`config.mk`:
```
export PLATFORM = sky130hd
export DESIGN_NAME = pipelined_adder_param
export DESIGN_NICKNAME = d
export VERILOG_FILES = /design/src/rtl/pipelined_adder_pkg.sv /design/src/rtl/pipelined_adder_param_chunk.sv /design/src/rtl/pipelined_adder_param.sv
export SDC_FILE = /design/constraint.sdc
export NUM_CORES = 1
export LEC_CHECK = 0
export ABC_AREA = 1
export CAP_MARGIN = 20
export CORE_MARGIN = 1.5
export CORE_UTILIZATION = 40
export DETAILED_ROUTE_END_ITERATION = 7
export SYNTH_ARGS = -nofsm -noshare
export SYNTH_HDL_FRONTEND = slang
export SYNTH_SLANG_ARGS = --single-unit
```
`constraint.sdc`:
```
create_clock -name clk -period 7.25 [get_ports clk]
set_input_delay 2.175 -clock clk [delete_from_list [all_inputs] [get_ports clk]]
set_output_delay 2.175 -clock clk [all_outputs]
set_load 0.01 [all_outputs]
```
`src/rtl/pipelined_adder_pkg.sv`:
```
// Shared definitions for the chunked, carry-pipelined adder/subtractor.
package pipelined_adder_pkg;

    localparam logic OP_ADD = 1'b0;
    localparam logic OP_SUB = 1'b1;

    function automatic int chunk_w(input int width, input int stages);
        return width / stages;
    endfunction

    // Legal only when the width splits into equal, non-empty chunks.
    function automatic bit params_ok(input int width, input int stages);
        return (stages >= 1) && (stages <= width) && ((width % stages) == 0);
    endfunction

endpackage

```
`src/rtl/pipelined_adder_param_chunk.sv`:
```
// One CW-bit slice of the carry chain: registered sum chunk, carry out and
// the carry into the slice MSB (only the top slice's tap feeds overflow).
module adder_chunk_stage #(
    parameter int CW = 8
) (
    input  logic          clk,
    input  logic          rst,
    input  logic          adv,
    input  logic [CW-1:0] a_i,
    input  logic [CW-1:0] b_i,
    input  logic          c_i,
    output logic [CW-1:0] r_o,
    output logic          c_o,
    output logic          cmsb_o
);

    logic [CW:0]   sum_w;
    logic [CW-1:0] r_q;
    logic          c_q;
    logic          cmsb_q;

    assign sum_w = {1'b0, a_i} + {1'b0, b_i} + {{CW{1'b0}}, c_i};

    always_ff @(posedge clk) begin
        if (rst) begin
            r_q    <= '0;
            c_q    <= 1'b0;
            cmsb_q <= 1'b0;
        end else if (adv) begin
            r_q    <= sum_w[CW-1:0];
            c_q    <= sum_w[CW];
            cmsb_q <= a_i[CW-1] ^ b_i[CW-1] ^ sum_w[CW-1];
        end
    end

    assign r_o    = r_q;
    assign c_o    = c_q;
    assign cmsb_o = cmsb_q;

endmodule

```
`src/rtl/pipelined_adder_param.sv`:
```
// Valid/ready pipelined adder/subtractor: one CW-bit carry chunk per stage,
// operands skewed in and result chunks deskewed out so it accepts one op per cycle.
module pipelined_adder_param
    import pipelined_adder_pkg::*;
#(
    parameter int WIDTH  = 32,
    parameter int STAGES = 4
) (
    input  logic             clk,
    input  logic             rst,
    input  logic             in_valid,
    output logic             in_ready,
    input  logic [WIDTH-1:0] a,
    input  logic [WIDTH-1:0] b,
    input  logic             cin,
    input  logic             sub,
    output logic             out_valid,
    input  logic             out_ready,
    output logic [WIDTH-1:0] sum,
    output logic             cout,
    output logic             ovf
);

    localparam int CW = chunk_w(WIDTH, STAGES);

    if (!params_ok(WIDTH, STAGES)) begin : g_param_check
        $error("pipelined_adder_param: WIDTH must be a multiple of STAGES and STAGES >= 1");
    end

    logic              adv;
    logic [WIDTH-1:0]  b_eff;
    logic [STAGES:0]   carry;
    logic [STAGES-1:0] cmsb;
    logic [STAGES-1:0] vld_q;
    logic [STAGES-1:0] vld_d;

    // Whole pipeline moves in lockstep; a stalled output freezes every stage.
    assign adv      = !out_valid || out_ready;
    assign in_ready = adv;

    // Subtraction as A + ~B + ~borrow, so cout=1 means no borrow.
    assign b_eff    = (sub == OP_SUB) ? ~b : b;
    assign carry[0] = (sub == OP_SUB) ? ~cin : cin;

    for (genvar k = 0; k < STAGES; k++) begin : g_stage
        localparam int DSK = STAGES - 1 - k;

        logic [CW-1:0] a_stg;
        logic [CW-1:0] b_stg;
        logic [CW-1:0] r_stg;

        if (k == 0) begin : g_direct
            assign a_stg = a[CW-1:0];
            assign b_stg = b_eff[CW-1:0];
        end else begin : g_skew
            logic [CW-1:0] a_skew_q [k];
            logic [CW-1:0] b_skew_q [k];

            always_ff @(posedge clk) begin
                if (rst) begin
                    for (int j = 0; j < k; j++) begin
                        a_skew_q[j] <= '0;
                        b_skew_q[j] <= '0;
                    end
                end else if (adv) begin
                    a_skew_q[0] <= a[k*CW +: CW];
                    b_skew_q[0] <= b_eff[k*CW +: CW];
                    for (int j = 1; j < k; j++) begin
                        a_skew_q[j] <= a_skew_q[j-1];
                        b_skew_q[j] <= b_skew_q[j-1];
                    end
                end
            end

            assign a_stg = a_skew_q[k-1];
            assign b_stg = b_skew_q[k-1];
        end

        adder_chunk_stage #(
            .CW(CW)
        ) u_slice (
            .clk    (clk),
            .rst    (rst),
            .adv    (adv),
            .a_i    (a_stg),
            .b_i    (b_stg),
            .c_i    (carry[k]),
            .r_o    (r_stg),
            .c_o    (carry[k+1]),
            .cmsb_o (cmsb[k])
        );

        if (DSK == 0) begin : g_out_direct
            assign sum[k*CW +: CW] = r_stg;
        end else begin : g_deskew
            logic [CW-1:0] dsk_q [DSK];

            always_ff @(posedge clk) begin
                if (rst) begin
                    for (int j = 0; j < DSK; j++) begin
                        dsk_q[j] <= '0;
                    end
                end else if (adv) begin
                    dsk_q[0] <= r_stg;
                    for (int j = 1; j < DSK; j++) begin
                        dsk_q[j] <= dsk_q[j-1];
                    end
                end
            end

            assign sum[k*CW +: CW] = dsk_q[DSK-1];
        end
    end

    always_comb begin
        vld_d = vld_q;
        if (adv) begin
            vld_d[0] = in_valid;
            for (int i = 1; i < STAGES; i++) begin
                vld_d[i] = vld_q[i-1];
            end
        end
    end

    always_ff @(posedge clk) begin
        if (rst) begin
            vld_q <= '0;
        end else begin
            vld_q <= vld_d;
        end
    end

    assign out_valid = vld_q[STAGES-1];
    assign cout      = carry[STAGES];
    assign ovf       = carry[STAGES] ^ cmsb[STAGES-1];

endmodule

```
Word-level counts from Yosys, hierarchy flattened
Memory sizes are Yosys's and may differ from the RTL's.
Cells that the tools add are included.
- register bits: 41
- RAM bits: 144
- input bits: 70
- memories: 9
- add/subtract/negate cells: 8
- muxes and demuxes: 28
- bitwise logic cells: 20
- reduce and logical (&&, ||, !) cells: 5
- memories (name ; words ; bits a word ; rd ports ; clocked after Yosys merged registers in ; write ports ; RTL line ; source):
    g_stage[0].g_deskew.dsk_q ; 3 ; 8 ; 3 ; 0 ; 3 ; pipelined_adder_param.sv:96 ; logic [CW-1:0] dsk_q [DSK];
    g_stage[3].g_skew.a_skew_q ; 3 ; 8 ; 3 ; 0 ; 3 ; pipelined_adder_param.sv:56 ; logic [CW-1:0] a_skew_q [k];
    g_stage[3].g_skew.b_skew_q ; 3 ; 8 ; 3 ; 0 ; 3 ; pipelined_adder_param.sv:57 ; logic [CW-1:0] b_skew_q [k];
    g_stage[1].g_deskew.dsk_q ; 2 ; 8 ; 2 ; 0 ; 2 ; pipelined_adder_param.sv:96 ;
    g_stage[2].g_skew.a_skew_q ; 2 ; 8 ; 2 ; 0 ; 2 ; pipelined_adder_param.sv:56 ;
    g_stage[2].g_skew.b_skew_q ; 2 ; 8 ; 2 ; 0 ; 2 ; pipelined_adder_param.sv:57 ;
    +3 memories ; n/a ; n/a ; n/a ; n/a ; n/a ; n/a ;
- operators with widths (operator ; number):
    2-to-1 mux 8 bit ; 18
    adder 8 x 8 -> 9 bit ; 4
    adder 9 x 1 -> 9 bit ; 4
    2-to-1 mux 32 bit ; 1
    NOT 32 bit ; 1
    OR reduction 8 bit ; 3
    OR 1 bit ; 15
    2-to-1 mux 1 bit ; 9
    bitwise XOR 1 bit ; 3
    logical NOT 1 bit ; 1
    logical OR 1 bit ; 1
    NOT 1 bit ; 1

Longest topological paths before layout
- depth in word-level cells: 7
- mapped depth: 12
- mapped depth without buffers: 11

Modules after synthesis
A second synthesis with hierarchy kept.
- cells, all modules: 1004
- area, all modules: 9125.0 µm²
- by module, submodules not included (module ; instances ; cells each ; area each (µm²)):
    pipelined_adder_param ; 1 ; 572 ; 6190.9
    adder_chunk_stage at g_stage[2].u_slice ; 1 ; 108 ; 742.0
    adder_chunk_stage at g_stage[3].u_slice ; 1 ; 112 ; 739.5
    adder_chunk_stage at g_stage[0].u_slice ; 1 ; 107 ; 735.7
    adder_chunk_stage at g_stage[1].u_slice ; 1 ; 105 ; 716.9

Worst setup path before layout
Ideal clock, no wire load.
- path type: input port to output port
- from: input port out_ready
- to: output port in_ready
- arrival: 2.423 ns
- required time: 5.075 ns
- setup slack: 2.652 ns
- cell stages on the path: 2
- buffers on the path: 0
- cells stage by stage: nor2_4 inv_1
- word-level cells in the longest chain between the ends: 1
- ends and longest elaborated chain (element ; RTL line ; source):
    from (decl) ; pipelined_adder_param.sv:18 ; input logic out_ready,
    logical OR 1 bit ; pipelined_adder_param.sv:38 ; assign adv = !out_valid || out_ready;
    to (decl) ; pipelined_adder_param.sv:12 ; output logic in_ready,
No other way between the ends.

Worst setup path in the final report
Ends and elaborated chain as after synthesis.

==> flow_summary.yaml <==
run_status:
  status: "complete, no violations"
floorplan:
  die_w_um: 150
  num_io_pins: 106
  dieHeight_um: 150
  die-area_um2: 22400
  rows: 53
  design.core.area_um2: 21100
  start_util_pct: 40.8
critical_path:
  cp.buffers_inverters: 3
  cp-startpoint: "out_ready"
  critPathCaptureType: "primary output"
  critPathMaxStageDelay_ns: 0.49
  arrival_ns: 3.43
  critPathSlowestCell: "clkdlybuf4s50_1"
  setup.worst_path.start_class: "input pin"
  cp_max_fo: 5
  r2r-start: "vld_q[3]"
  cp_top_family: "buffers and inverters"
  crit_chain: "clkdlybuf4s50_1, nor2_4, inv_1, clkdlybuf4s50_1"
  worstPathRequired_ns: 5.08
  cpMostUsedCell: "clkdlybuf4s50_1"
  path_class: "input pin to primary output"
power:
  p_sw_share_pct: 24.8
  sequentialPowerShare_pct: 51.9
  powerDensity_nw_per_um2: 232
  pwr-share-clk_pct: 37.0
  p_leak_nw: 4.64
  comb_power_share_pct: 11.1
  p_int_mw: 1.80
  peakVddDrop_v: 0.000150
  switchingPower_uw: 592
clock_tree:
  clk_path_buf_depth: 2
  h-tree-depth: 4
  cts_root_buffer: "clkbuf_16"
  cts-buffers-inserted: 17
  cts.repair.resized: 0
  cts_sinks: 185
  hold_buffers: 0
  path_clk_slew_ns: 0.07
  clock_latency_ns: 0.43
  cts_setup_buffers: 0
  cts_tree: "built"
cells_and_area:
  antenna_cells: 0
  num-fill-cells: 1958
  fin_nets: 1075
  layout-drive-gt1-share_pct: 4.28
  syn_to_final_growth_pct: 19.9
yosys:
  postSynth.asyncResetShare_pct: 0
  ys_ff_latch: 185
  netlist_top_cells_area: "edfxtp_1, dfxtp_1, inv_1"
  postSynthAreaPerCell_um2: 9.74
  yosysWarnings: 0
  synthesis.area_um2: 8610
  synth.net_count: 990
  synth_edf_count: 144
  yosys-top-cells-count: "inv_1, nor2_1, nand2_1"
  synth.distinct_cells: 23
  synth_top_area_cell: "edfxtp_1"
  synth_cells: 884
  synth-seq-area-share_pct: 59.7
  ys.flop_type: "edfxtp_1"
  synth_top_area_share_pct: 50.2
  yosysMostFrequentCell: "inv_1"
grt:
  grt_pass1_wl_um: 23400
  track_usage_pct: 13.5
  grt_pass1_vias: 5129
  grt_max_degree: 88
  grt_overflow: 0
  antenna_found_initial: 0
sta:
  maxSlewHeadroom_pct: 34.2
  worst_slew_pin_slew_ns: 0.987
  finalSetupViolations: 0
  drv_slew: 0
  min_period_ns: 5.60
  fin_crit_sh_pct: 77.3
  rsz0062_at_grt: "false"
  hold_ws_ns: 0.452
  fmax_mhz: 179
  hold_violations: 0
  tns_ns: 0
  finalClockSkew_ns: 0.00830
drt:
  drtAntennaViolNets: 0
  route.detailed.drc: 0
  first_pass_iters: 5
  wl_per_cell_um: 10.9
  via_count: 5371
  viasPerCell: 4.27
  drt_wl_total_um: 13800
  drt_iter0_markers: 174
placed_design:
  io_buffers: 105
  dpl.hpwl_um: 8830
  gp_congestion: 0.790
min_path:
  hold_path_startpoint: "g_stage[0].u_slice.r_o[7]"
  hold_class: "flip-flop to flip-flop"
run:
  cap_violations: 0
==> power groups by stage <==
stage               logic [mW]  registers [mW]  clock network [mW]
global placement         0.265            1.26                   0
finish                   0.266            1.24               0.884
detailed placement       0.269            1.27                   0
floorplan                0.182            1.26                   0
global route             0.306            1.25               0.950
CTS                      0.271            1.24               0.914
==> final timing paths <==
path,cells after the start,endpoint,slack (ns)
min,2,g_stage[0].u_slice.r_o[7],0.45
min reg2reg,2,g_stage[0].u_slice.r_o[7],0.45
max reg2reg,7,g_stage[2].g_skew.a_skew_q[0][4],4.58
max,4,in_ready,1.65
==> worst reg2reg max path: cells and delay by family, from the launching register on <==
| kind | cells | cell delay [ns] |
|---|---|---|
| and+or+nand+nor | 3 | 0.36 |
| buffers and inverters | 4 | 1.67 |
| DFF | 1 | 0.38 |
==> layer usage <==
layer  GRT usage [%]  vias to the layer above  routed length (um)
li1                -                     2893                   -
met1            14.7                     2384                5920
met2            24.7                       74                7080
met3            3.78                       20                 532
met4            5.00                        0                 215
met5               0                        -                   0
==> layout by cell type (no fill, tap or decap), drive strengths merged <==
cell type	n
nand4	2
clkinvlp	1
edfxtp	144
ha	28
and2	2
clkdlybuf4s50	104
o22ai	13
nand3b	4
o21ai	9
nand2	156
a21oi	16
xor2	12
inv	192
nand3	32
a22o	2
buf	5
or2	2
clkinv	4
nor2	162
clkbuf	17
fa	8
dfxtp	41
xnor2	26
==> stage by stage <==
step	util [%]	setup slack, ns	instances	total power, mW	instance area, um^2
6_report	49.0	1.65	1257	2.39	10300
3_3_place_gp	46.4	1.66	1225	1.53	9770
5_1_grt	49.0	1.58	1257	2.51	10300
2_1_floorplan	-	2.65	884	1.45	8610
4_1_cts	49.0	1.65	1257	2.43	10300
3_5_place_dp	46.4	1.65	1225	1.54	9770
==> kinds of logic (layout without fill, tap and decap cells) <==
family          after synthesis  in the layout  synth area share, %
compound gates               40             40                 2.60
xor+xnor                     38             38                 3.86
fa+ha+maj                    36             36                 5.93
buf+inv                     225            323                 11.2
flops                       185            185                 59.7
simple gates                360            360                 16.7
==> flip-flops by register name, indices dropped and copies added, names as in the netlist <==
name / count
g_stage.g_deskew.dsk_q: 48
g_stage.g_skew.a_skew_q: 48
g_stage.g_skew.b_skew_q: 48
g_stage.u_slice.c_o: 4
g_stage.u_slice.cmsb_o: 1
g_stage.u_slice.r_o: 32
vld_q: 4
==> cell type report <==
cell class	count	area (um^2)	area share, %
tap	275	344	3.33
multi-input combinational	474	2510	24.3
clock buffer	17	425	4.12
sequential	185	5140	49.8
inverter	182	686	6.64
timing repair buffer	109	1090	10.5
clock inverter	15	128	1.24
Power figures use the tool's default switching activity.
